[config.mk]
export PLATFORM = sky130hd
export DESIGN_NAME = clkdiv_multi
export DESIGN_NICKNAME = d
export VERILOG_FILES = /design/src/rtl/clkdiv_multi.sv
export SDC_FILE = /design/constraint.sdc
export NUM_CORES = 1
export LEC_CHECK = 0
export ABC_CLOCK_PERIOD_IN_PS = 17400
export CAP_MARGIN = 20
export CORE_ASPECT_RATIO = 1.2
export CORE_UTILIZATION = 40
export DETAILED_ROUTE_END_ITERATION = 6
export PLACE_DENSITY_LB_ADDON = 0.12
export SLEW_MARGIN = 5
export SYNTH_ARGS = -nofsm -noshare
export SYNTH_HDL_FRONTEND = slang
export SYNTH_SLANG_ARGS = --single-unit
[constraint.sdc]
create_clock -name clk_in -period 17.4 [get_ports clk_in]
set_input_delay 5.22 -clock clk_in [delete_from_list [all_inputs] [get_ports clk_in]]
set_output_delay 5.22 -clock clk_in [all_outputs]
set_load 0.05 [all_outputs]
[src/rtl/clkdiv_multi.sv]
// Multi-channel programmable clock divider with per-channel period/high time,
// double-buffered config writes applied at period boundaries, and rise ticks.
module clkdiv_multi #(
  parameter int CHANNELS      = 4,
  parameter int WIDTH         = 16,
  parameter int DEFAULT_RATIO = 2,
  parameter int DEFAULT_HIGH  = 1,
  parameter int CW            = (CHANNELS > 1) ? $clog2(CHANNELS) : 1
) (
  input  logic                clk_in,
  input  logic                reset,
  input  logic [CHANNELS-1:0] enable,
  input  logic                cfg_valid,
  output logic                cfg_ready,
  input  logic [CW-1:0]       cfg_chan,
  input  logic [WIDTH-1:0]    cfg_ratio,
  input  logic [WIDTH-1:0]    cfg_high,
  output logic                cfg_err,
  output logic [CHANNELS-1:0] pending,
  output logic [CHANNELS-1:0] clk_out,
  output logic [CHANNELS-1:0] tick
);

  localparam int NSEL = 1 << CW;

  logic [NSEL-1:0] pending_pad;
  logic            chan_ok;
  logic            cfg_accept;
  logic            cfg_good;

  // Padding bits read as "not pending", so an out-of-range channel looks ready.
  always_comb begin
    pending_pad                 = '0;
    pending_pad[CHANNELS-1:0]   = pending;
  end

  assign chan_ok    = 32'(cfg_chan) < 32'(CHANNELS);
  assign cfg_ready  = ~pending_pad[cfg_chan];
  assign cfg_accept = cfg_valid & cfg_ready;
  assign cfg_good   = cfg_accept & chan_ok & (cfg_ratio >= WIDTH'(2));

  always_ff @(posedge clk_in or negedge reset) begin
    if (!reset) cfg_err <= 1'b0;
    else        cfg_err <= cfg_accept & ~cfg_good;
  end

  for (genvar i = 0; i < CHANNELS; i++) begin : g_chan
    logic [WIDTH-1:0] cnt_q;
    logic [WIDTH-1:0] ratio_q;
    logic [WIDTH-1:0] high_q;
    logic [WIDTH-1:0] sh_ratio_q;
    logic [WIDTH-1:0] sh_high_q;
    logic [WIDTH-1:0] cnt_next;
    logic [WIDTH-1:0] ratio_eff;
    logic [WIDTH-1:0] high_eff;
    logic             pend_q;
    logic             clk_q;
    logic             tick_q;
    logic             wrap;
    logic             apply;
    logic             wr_hit;
    logic             rise;

    assign wr_hit = cfg_good && (32'(cfg_chan) == 32'(i));
    assign wrap   = cnt_q >= (ratio_q - WIDTH'(1));
    // A pending shadow lands at the wrap, or straight away if the channel is stopped.
    assign apply  = pend_q & (~enable[i] | wrap);

    always_comb begin
      ratio_eff = apply ? sh_ratio_q : ratio_q;
      high_eff  = apply ? sh_high_q  : high_q;
      cnt_next  = (!enable[i] || wrap) ? '0 : cnt_q + WIDTH'(1);
      // Extra bit keeps H >= R from wrapping the threshold sum.
      rise      = enable[i] &
                  (({1'b0, cnt_next} + {1'b0, high_eff}) >= {1'b0, ratio_eff});
    end

    always_ff @(posedge clk_in or negedge reset) begin
      if (!reset) begin
        cnt_q      <= '0;
        ratio_q    <= WIDTH'(DEFAULT_RATIO);
        high_q     <= WIDTH'(DEFAULT_HIGH);
        sh_ratio_q <= '0;
        sh_high_q  <= '0;
        pend_q     <= 1'b0;
        clk_q      <= 1'b0;
        tick_q     <= 1'b0;
      end else begin
        cnt_q  <= cnt_next;
        clk_q  <= rise;
        tick_q <= rise & ~clk_q;
        if (apply) begin
          ratio_q <= sh_ratio_q;
          high_q  <= sh_high_q;
          pend_q  <= 1'b0;
        end
        if (wr_hit) begin
          if (enable[i]) begin
            sh_ratio_q <= cfg_ratio;
            sh_high_q  <= cfg_high;
            pend_q     <= 1'b1;
          end else begin
            ratio_q <= cfg_ratio;
            high_q  <= cfg_high;
          end
        end
      end
    end

    assign pending[i] = pend_q;
    assign clk_out[i] = clk_q;
    assign tick[i]    = tick_q;
  end

endmodule

== Yosys cells after proc, flatten, opt, wreduce, memory -nomap -nowiden ==
Cells that the tools add are included.

* Add/subtract/negate cells: 12
* $lt $le $gt $ge: 10
* Equal/unequal tests: 3
* Mux-type cells: 42
* Bitwise logic cells: 29
* Reductions and logical operators: 17

{| class="wikitable"
|+ Operator list
! operator !! number
|-
| 16-bit 2-to-1 mux || 28
|-
| 16-bit by 16-bit adder with 17-bit output || 4
|-
| 17-bit by 16-bit greater-or-equal comparator with 1-bit output || 4
|-
| 16-bit by 1-bit adder with 16-bit output, second input constant || 4
|-
| 16-bit greater-or-equal comparator || 4
|-
| 16-bit by 1-bit subtractor with 16-bit output, second input constant || 4
|-
| 16-bit by 2-bit greater-or-equal comparator with 1-bit output, second input constant || 1
|-
| 1-bit bitwise AND || 15
|-
| 1-bit 2-to-1 mux || 13
|-
| 1-bit inverter || 10
|-
| 2-bit AND reduction || 4
|-
| 2-bit equality test, second input constant || 2
|-
| 1-bit logical AND || 4
|-
| 1-bit zero test || 4
|-
| 1-bit logical OR || 4
|-
| 1-bit bitwise OR || 4
|-
| 2-bit by 3-bit < comparator with 1-bit output, second input constant || 1
|-
| 1-bit binary-select mux with 2-bit select || 1
|-
| 2-bit by 1-bit equality test with 1-bit output, second input constant || 1
|-
| 2-bit zero test || 1
|}

* Register bits after elaboration: 333

== Depth between registers and ports, before layout ==
Gate-level depths: netlist of run 1.

* Depth in word-level cells: 9
* Gate-level depth with buffers: 30
* Mapped depth without buffers: 29

== Least setup slack after synthesis of run 1 ==
Ideal clock, no wire load.

* Path kind: input port to output port
* Start point: input cfg_chan[1]
* End point: output cfg_ready
* Arrival: 6.203 ns
* Path slack: 5.977 ns
* Stages on the path: 3
* Path buffers: 1
* Path through: buf_6 mux4_2 inv_1

* Longest elaborated chain between the ends: 3

{| class="wikitable"
|+ RTL lines
! element !! RTL line !! RTL
|-
| from (decl) || 15 || <nowiki>input logic [CW-1:0] cfg_chan,</nowiki>
|-
| 1-bit binary-select mux with 2-bit select || 38 || <nowiki>assign cfg_ready = ~pending_pad[cfg_chan];</nowiki>
|-
| 1-bit 2-to-1 mux (implied by the code) || 38 ||
|-
| 1-bit inverter || 38 ||
|-
| to (decl) || 14 || <nowiki>output logic cfg_ready,</nowiki>
|}

No other way between the ends. The select of a mux whose other input is x is not followed.

== Final worst setup path of run 1 ==
Same ends and word-level chain as after synthesis.

==> flow_summary.ini, run 1 <==
[floorplan]
die_width_um = 213.3
io_pins = 55
initial_utilization = 0.4065
core-area_um2 = 52720
num_rows = 92
die_y_um = 255.6
dieArea_um2 = 54510

[worst_hold_path]
hold_path_depth = 1
worstHoldPathType = reg -> reg

[layout]
layout_common_cells = 325 x dfrtp_1, 261 x nor2_1, 200 x ha_1, 183 x nand2_1, 123 x a21oi_1
antenna_cells = 0
postLayoutCoreUtil = 0.4537
drive_gt1_frac = 0.1027
layout_commonest_cell = dfrtp_1
design_area_um2 = 23920
nets = 2494
syn_to_final_growth_pct = 11.61

[detailed_routing]
wl_per_cell_um = 19.95
totalWireLength_um = 59520
antenna_left = 0
first_pass_iters = 5
drc = 0
via_count = 16420
drt-initial-drc-count = 1000
vias_per_cell = 5.505

[clock_tree]
hold_buffers = 0
clock_sinks = 333
cts_tree = done
h-tree-depth = 2
clockBufferDepth = 3
numCtsBuffers = 39
clock_tree.root_cell = clkbuf_16
cts_setup_buffers = 0
clk_latency_ps = 560
clk_pin_slew_ps = 60
cts-resized-gates = 0

[power]
power_frac_comb = 0.377
seqPwrFrac = 0.353
cell_internal_pwr_mw = 2.072
power_frac_clock = 0.270
p_leak_nw = 10.62
vdd_drop_max_uv = 112.2
p_per_area_nw_per_um2 = 135.5
p_switching_mw = 1.168
swShare = 0.3605

[setup_path]
crit_top_cell = clkdlybuf4s50_1
crit_path_end_kind = output pin
critPathMaxFanout = 10
crit_path_start_kind = input port
cp_num_cells = 5
cpMaxStageDelayCell = clkdlybuf4s50_1
cp_top_family = buffers and inverters
worstPathRequired_ps = 12180
reg2reg_depth = 28
slowest_delay_ps = 790
cp_num_buf_inv = 4
path_cells = clkdlybuf4s50_1 > buf_4 > mux4_2 > inv_1 > clkdlybuf4s50_1
crit_type = in -> out
crit_arrival_ps = 7340

[timing]
slew_headroom = 0.3374
fmax_ghz = 0.07964
finalSetupTns_ps = 0
finalSetupViolations = 0
worst_pin_slew_ps = 990.9
hold_slack_ps = 435.1
min_period_ps = 12560
final_max_slew_viol_count = 0
skew_ps = 15.81
rsz0062_at_grt = false
finalHoldViolations = 0
setup_ws_ps = 4844
timing.final.crit_share = 0.7216

[grt]
grt_max_degree = 151
grt_pass1_vias = 16510
antenna_found_initial = 2
grt_first_pass_wirelength_um = 94510
track_usage = 0.2257
grt_overflow = 0

[flow_run]
cap_violations = 0

[synth]
synth-seq-area-share = 0.3893
synthArstFlopShare = 1.000
syn_inst = 2230
syn_nets = 2475
syn_area_um2 = 21430
ys_seq_elements = 333
synth-main-ff-cell = dfrtp_1
synth_edf_count = 0
yosys_warnings = 0
yosysUniqueCellTypes = 70
avgSynthCellArea_um2 = 9.610

[placed_design]
place_area_um2 = 22520
port-buffer-count = 54
place_hpwl_um = 41720
globalplace.congestion = 0.8748
pre_cts_slack_ps = 4846

[status]
status = complete, no violations
sequential cells by signal (all words and copies together), names as in the netlist:
| name | cells |
|---|---|
| cfg_err | 1 |
| g_chan.clk_q | 4 |
| g_chan.cnt_q | 64 |
| g_chan.high_q | 64 |
| g_chan.pend_q | 4 |
| g_chan.ratio_q | 64 |
| g_chan.sh_high_q | 64 |
| g_chan.sh_ratio_q | 64 |
| g_chan.tick_q | 4 |
metrics by stage:
stage,cells,power (mW)
global placement,2911,2.348
global route,2983,3.491
floorplan,2230,2.039
CTS,2981,3.285
finish,2983,3.240
detailed placement,2911,2.386
Yosys cell counts, drive strengths merged, types with 6 or more instances:
| master | number | share of area |
|---|---|---|
| or4 | 8 | 0.0028 |
| mux2i | 48 | 0.022 |
| and3 | 21 | 0.0061 |
| o211ai | 15 | 0.0053 |
| mux2 | 128 | 0.067 |
| nand2 | 184 | 0.032 |
| or3 | 15 | 0.0044 |
| nor2 | 261 | 0.046 |
| xnor2 | 94 | 0.038 |
| and4 | 7 | 0.0029 |
| a21o | 33 | 0.012 |
| ha | 200 | 0.12 |
| nor4 | 13 | 0.0038 |
| and2 | 20 | 0.0058 |
| nand4 | 21 | 0.0061 |
| dfrtp | 325 | 0.38 |
| nor2b | 17 | 0.0053 |
| inv | 54 | 0.0095 |
| a31oi | 88 | 0.026 |
| buf | 65 | 0.022 |
| o21ai | 73 | 0.017 |
| nand3 | 81 | 0.019 |
| o221ai | 6 | 0.0025 |
| a211oi | 20 | 0.0070 |
| dfstp | 8 | 0.0098 |
| o21bai | 10 | 0.0035 |
| clkbuf | 42 | 0.0074 |
| a211o | 9 | 0.0037 |
| xor2 | 64 | 0.026 |
| nand2b | 65 | 0.019 |
| o21a | 15 | 0.0053 |
| nor3 | 33 | 0.0079 |
| a21oi | 123 | 0.029 |
cell type report:
| class | count | area (µm²) |
|---|---|---|
| Clock inverter | 14 | 202.7 |
| Fill cell | 5132 | 28800 |
| Tap cell | 705 | 882.1 |
| Inverter | 54 | 202.7 |
| Clock buffer | 56 | 1152 |
| Timing Repair Buffer | 85 | 815.8 |
| Multi-Input combinational cell | 1736 | 12320 |
| Sequential cell | 333 | 8343 |
kinds of logic after synthesis:
family,share of synthesized area
xor+xnor,0.06457
flops,0.3893
simple gates,0.1690
buf+inv,0.03871
mux,0.09073
compound gates,0.1272
fa+ha+maj,0.1205
metal layers:
layer | part of all wire | global-route usage
met1 | 0.45 | 0.2987
met5 | 0.00015 | 0
met2 | 0.47 | 0.3712
met3 | 0.043 | 0.03988
met4 | 0.031 | 0.07123
worst paths after layout:
kind,start,end,slack [ps]
worst max-delay path,cfg_chan[1],cfg_ready,4840
worst min-delay path,g_chan[0].clk_q,g_chan[0].tick_q,440
worst max register to register,g_chan[1].ratio_q[4],g_chan[1].clk_q,9550
worst min register to register,g_chan[0].clk_q,g_chan[0].tick_q,440
max in group asynchronous,reset,g_chan[0].sh_ratio_q[12],10540
min in group asynchronous,reset,g_chan[3].high_q[1],4720
worst reg2reg max path: cells and delay by family, from the launching register on:
family	cells	cell delay [ps]
AO/OA/AOI/OAI	11	2720
XOR/XNOR	1	160
adder cells (fa/ha/maj)	4	1240
buffers and inverters	2	610
flip-flops	1	440
AND/OR/NAND/NOR	10	2560
power groups by stage:
| stage | clock, mW | combinational, mW | sequential [mW] |
|---|---|---|---|
| after floorplan | 0 | 0.936 | 1.10 |
| after global placement | 0 | 1.19 | 1.15 |
| after detailed placement | 0 | 1.23 | 1.16 |
| after CTS | 0.901 | 1.24 | 1.15 |
| after global routing | 0.928 | 1.39 | 1.17 |
| final | 0.874 | 1.22 | 1.15 |
(Power assumes the default switching activity.)
==> run 2: changes to the inputs <==
--- a/config.mk
+++ b/config.mk
@@ -5,7 +5,7 @@
 export SDC_FILE = /design/constraint.sdc
 export NUM_CORES = 1
 export LEC_CHECK = 0
-export ABC_CLOCK_PERIOD_IN_PS = 17400
+export ABC_CLOCK_PERIOD_IN_PS = 10200
 export CAP_MARGIN = 20
 export CORE_ASPECT_RATIO = 1.2
 export CORE_UTILIZATION = 40
==> constraint.sdc (replaced) <==
create_clock -name clk_in -period 10.2 [get_ports clk_in]
set_input_delay 3.06 -clock clk_in [delete_from_list [all_inputs] [get_ports clk_in]]
set_output_delay 3.06 -clock clk_in [all_outputs]
set_load 0.05 [all_outputs]
==> run 2 against run 1 <==
- non-clock buffer count grew 4
- count of clock-buffer cells in the layout grew 5
- critical path depth is the same
- first-iteration DRC count shrank 4.0%
- final area is essentially flat
- critical endpoint unchanged
- global-route usage is essentially flat
==> flow_summary.ini, run 2 (synthesis results as in run 1) <==
[status]
status = complete, no violations

[grt]
grt_pass1_vias = 16250
grt_max_degree = 152
antenna_found_initial = 1
track_usage = 0.2256
grt_first_pass_wirelength_um = 93950
grt_overflow = 0

[layout]
syn_to_final_growth_pct = 11.58
postLayoutCoreUtil = 0.4536
seq_area_um2 = 8343
layout_commonest_cell = dfrtp_1
fillers = 5137
layout.cells.non_filler = 2989
nets = 2497
design_area_um2 = 23910
multi_input_area_um2 = 12320
layout_common_cells = 325 x dfrtp_1, 261 x nor2_1, 200 x ha_1, 183 x nand2_1, 123 x a21oi_1
drive_gt1_frac = 0.1043

[detailed_routing]
vias_per_cell = 5.497
drt-initial-drc-count = 960
via_count = 16430
wl_per_cell_um = 20.14
totalWireLength_um = 60200
antenna_left = 0
drc = 0
first_pass_iters = 5

[power]
vdd_drop_max_uv = 140.5
p_per_area_nw_per_um2 = 230.7
power_frac_comb = 0.379
p_switching_mw = 2.019
seqPwrFrac = 0.356
p_leak_nw = 10.64
cell_internal_pwr_mw = 3.498
power_frac_clock = 0.265
swShare = 0.3660

[placed_design]
place_hpwl_um = 42810
dp_cells = 2916
globalplace.congestion = 0.8981
place_area_um2 = 22560
port-buffer-count = 54

[timing]
rsz0062_at_grt = false
timing.final.crit_share = 0.8124
slew_headroom = 0.2995
min_period_ps = 8287
final_max_slew_viol_count = 0
worst_pin_slew_ps = 1051
skew_ps = 12.91
finalSetupViolations = 0
fmax_ghz = 0.1207
finalSetupTns_ps = 0
finalHoldViolations = 0

[setup_path]
crit_path_end_kind = output pin
critPathMaxFanout = 10
crit_type = in -> out
crit_arrival_ps = 5230
worstPathRequired_ps = 7140
crit_path_start_kind = input port

[clock_tree]
clockBufferDepth = 3
clk_latency_ps = 570
numCtsBuffers = 38
clock_sinks = 333
hold_buffers = 0
h-tree-depth = 2
cts-resized-gates = 0
cts_tree = done
clk_pin_slew_ps = 60
cts_setup_buffers = 0
clock_tree.root_cell = clkbuf_16

[floorplan]
die_width_um = 213.3
die_y_um = 255.6
num_rows = 92
core-area_um2 = 52720
dieArea_um2 = 54510
initial_utilization = 0.4065
io_pins = 55

[flow_run]
cap_violations = 0

[worst_hold_path]
worstHoldPathType = reg -> reg
run 2: cell types whose count changed in the layout (fill, tap and decap cells not counted), sizes merged:
cell / delta
inv: +1
bufinv: -3
clkinvlp: -3
diode: +2
clkbuf: +5
buf: +4
run 2: worst paths after layout:
kind / from / end / slack (ps) / depth (start not counted)
max in group asynchronous: reset / g_chan[0].high_q[9] / 6300 / 2
min in group asynchronous: reset / g_chan[3].sh_ratio_q[0] / 2470 / 1
min reg2reg: g_chan[3].clk_q / g_chan[3].tick_q / 440 / 1
min: g_chan[3].clk_q / g_chan[3].tick_q / 440 / 1
max: cfg_chan[1] / cfg_ready / 1910 / 5
max reg2reg: g_chan[1].ratio_q[4] / g_chan[1].clk_q / 2250 / 26
run 2: metal layers:
| layer | routed length (µm) | global-route usage | part of all wire |
|---|---|---|---|
| met1 | 26820 | 0.2971 | 0.45 |
| met2 | 29170 | 0.3767 | 0.48 |
| met3 | 2628 | 0.03926 | 0.044 |
| met4 | 1578 | 0.06409 | 0.026 |
| met5 | 0 | 0 | 0 |
run 2: worst max-delay path, cell delays in order:
cell             delay, ps
clkdlybuf4s50_1        460
buf_4                  210
mux4_2                 590
inv_1                   90
clkdlybuf4s50_1        800
run 2: cell type report:
| type | count | area share |
|---|---|---|
| inverters | 54 | 0.008476 |
| repair buffers | 89 | 0.03485 |
| multi-input cells | 1736 | 0.5152 |
| clock buffers | 61 | 0.05107 |
| flip-flops and latches | 333 | 0.3489 |
| diodes | 2 | 0.0002093 |
| well taps | 705 | 0.03689 |
| clock inverters | 9 | 0.004447 |
run 2: metrics by stage:
| stage | setup slack [ps] | power (mW) | hold slack (ps) |
|---|---|---|---|
| after floorplan | 3097 | 3.478 | 403.7 |
| after global placement | 1613 | 4.033 | 429.0 |
| after detailed placement | 1564 | 4.082 | 427.7 |
| after CTS | 1917 | 5.587 | 447.9 |
| after global routing | 1492 | 5.932 | 463.5 |
| final | 1913 | 5.517 | 438.7 |
run 2: power by group through the flow:
stage | logic [mW] | clock network [mW] | registers (mW)
finish | 2.09 | 1.46 | 1.96
global route | 2.37 | 1.55 | 2.01
CTS | 2.11 | 1.51 | 1.96
detailed placement | 2.10 | 0 | 1.98
global placement | 2.06 | 0 | 1.98
floorplan | 1.60 | 0 | 1.88
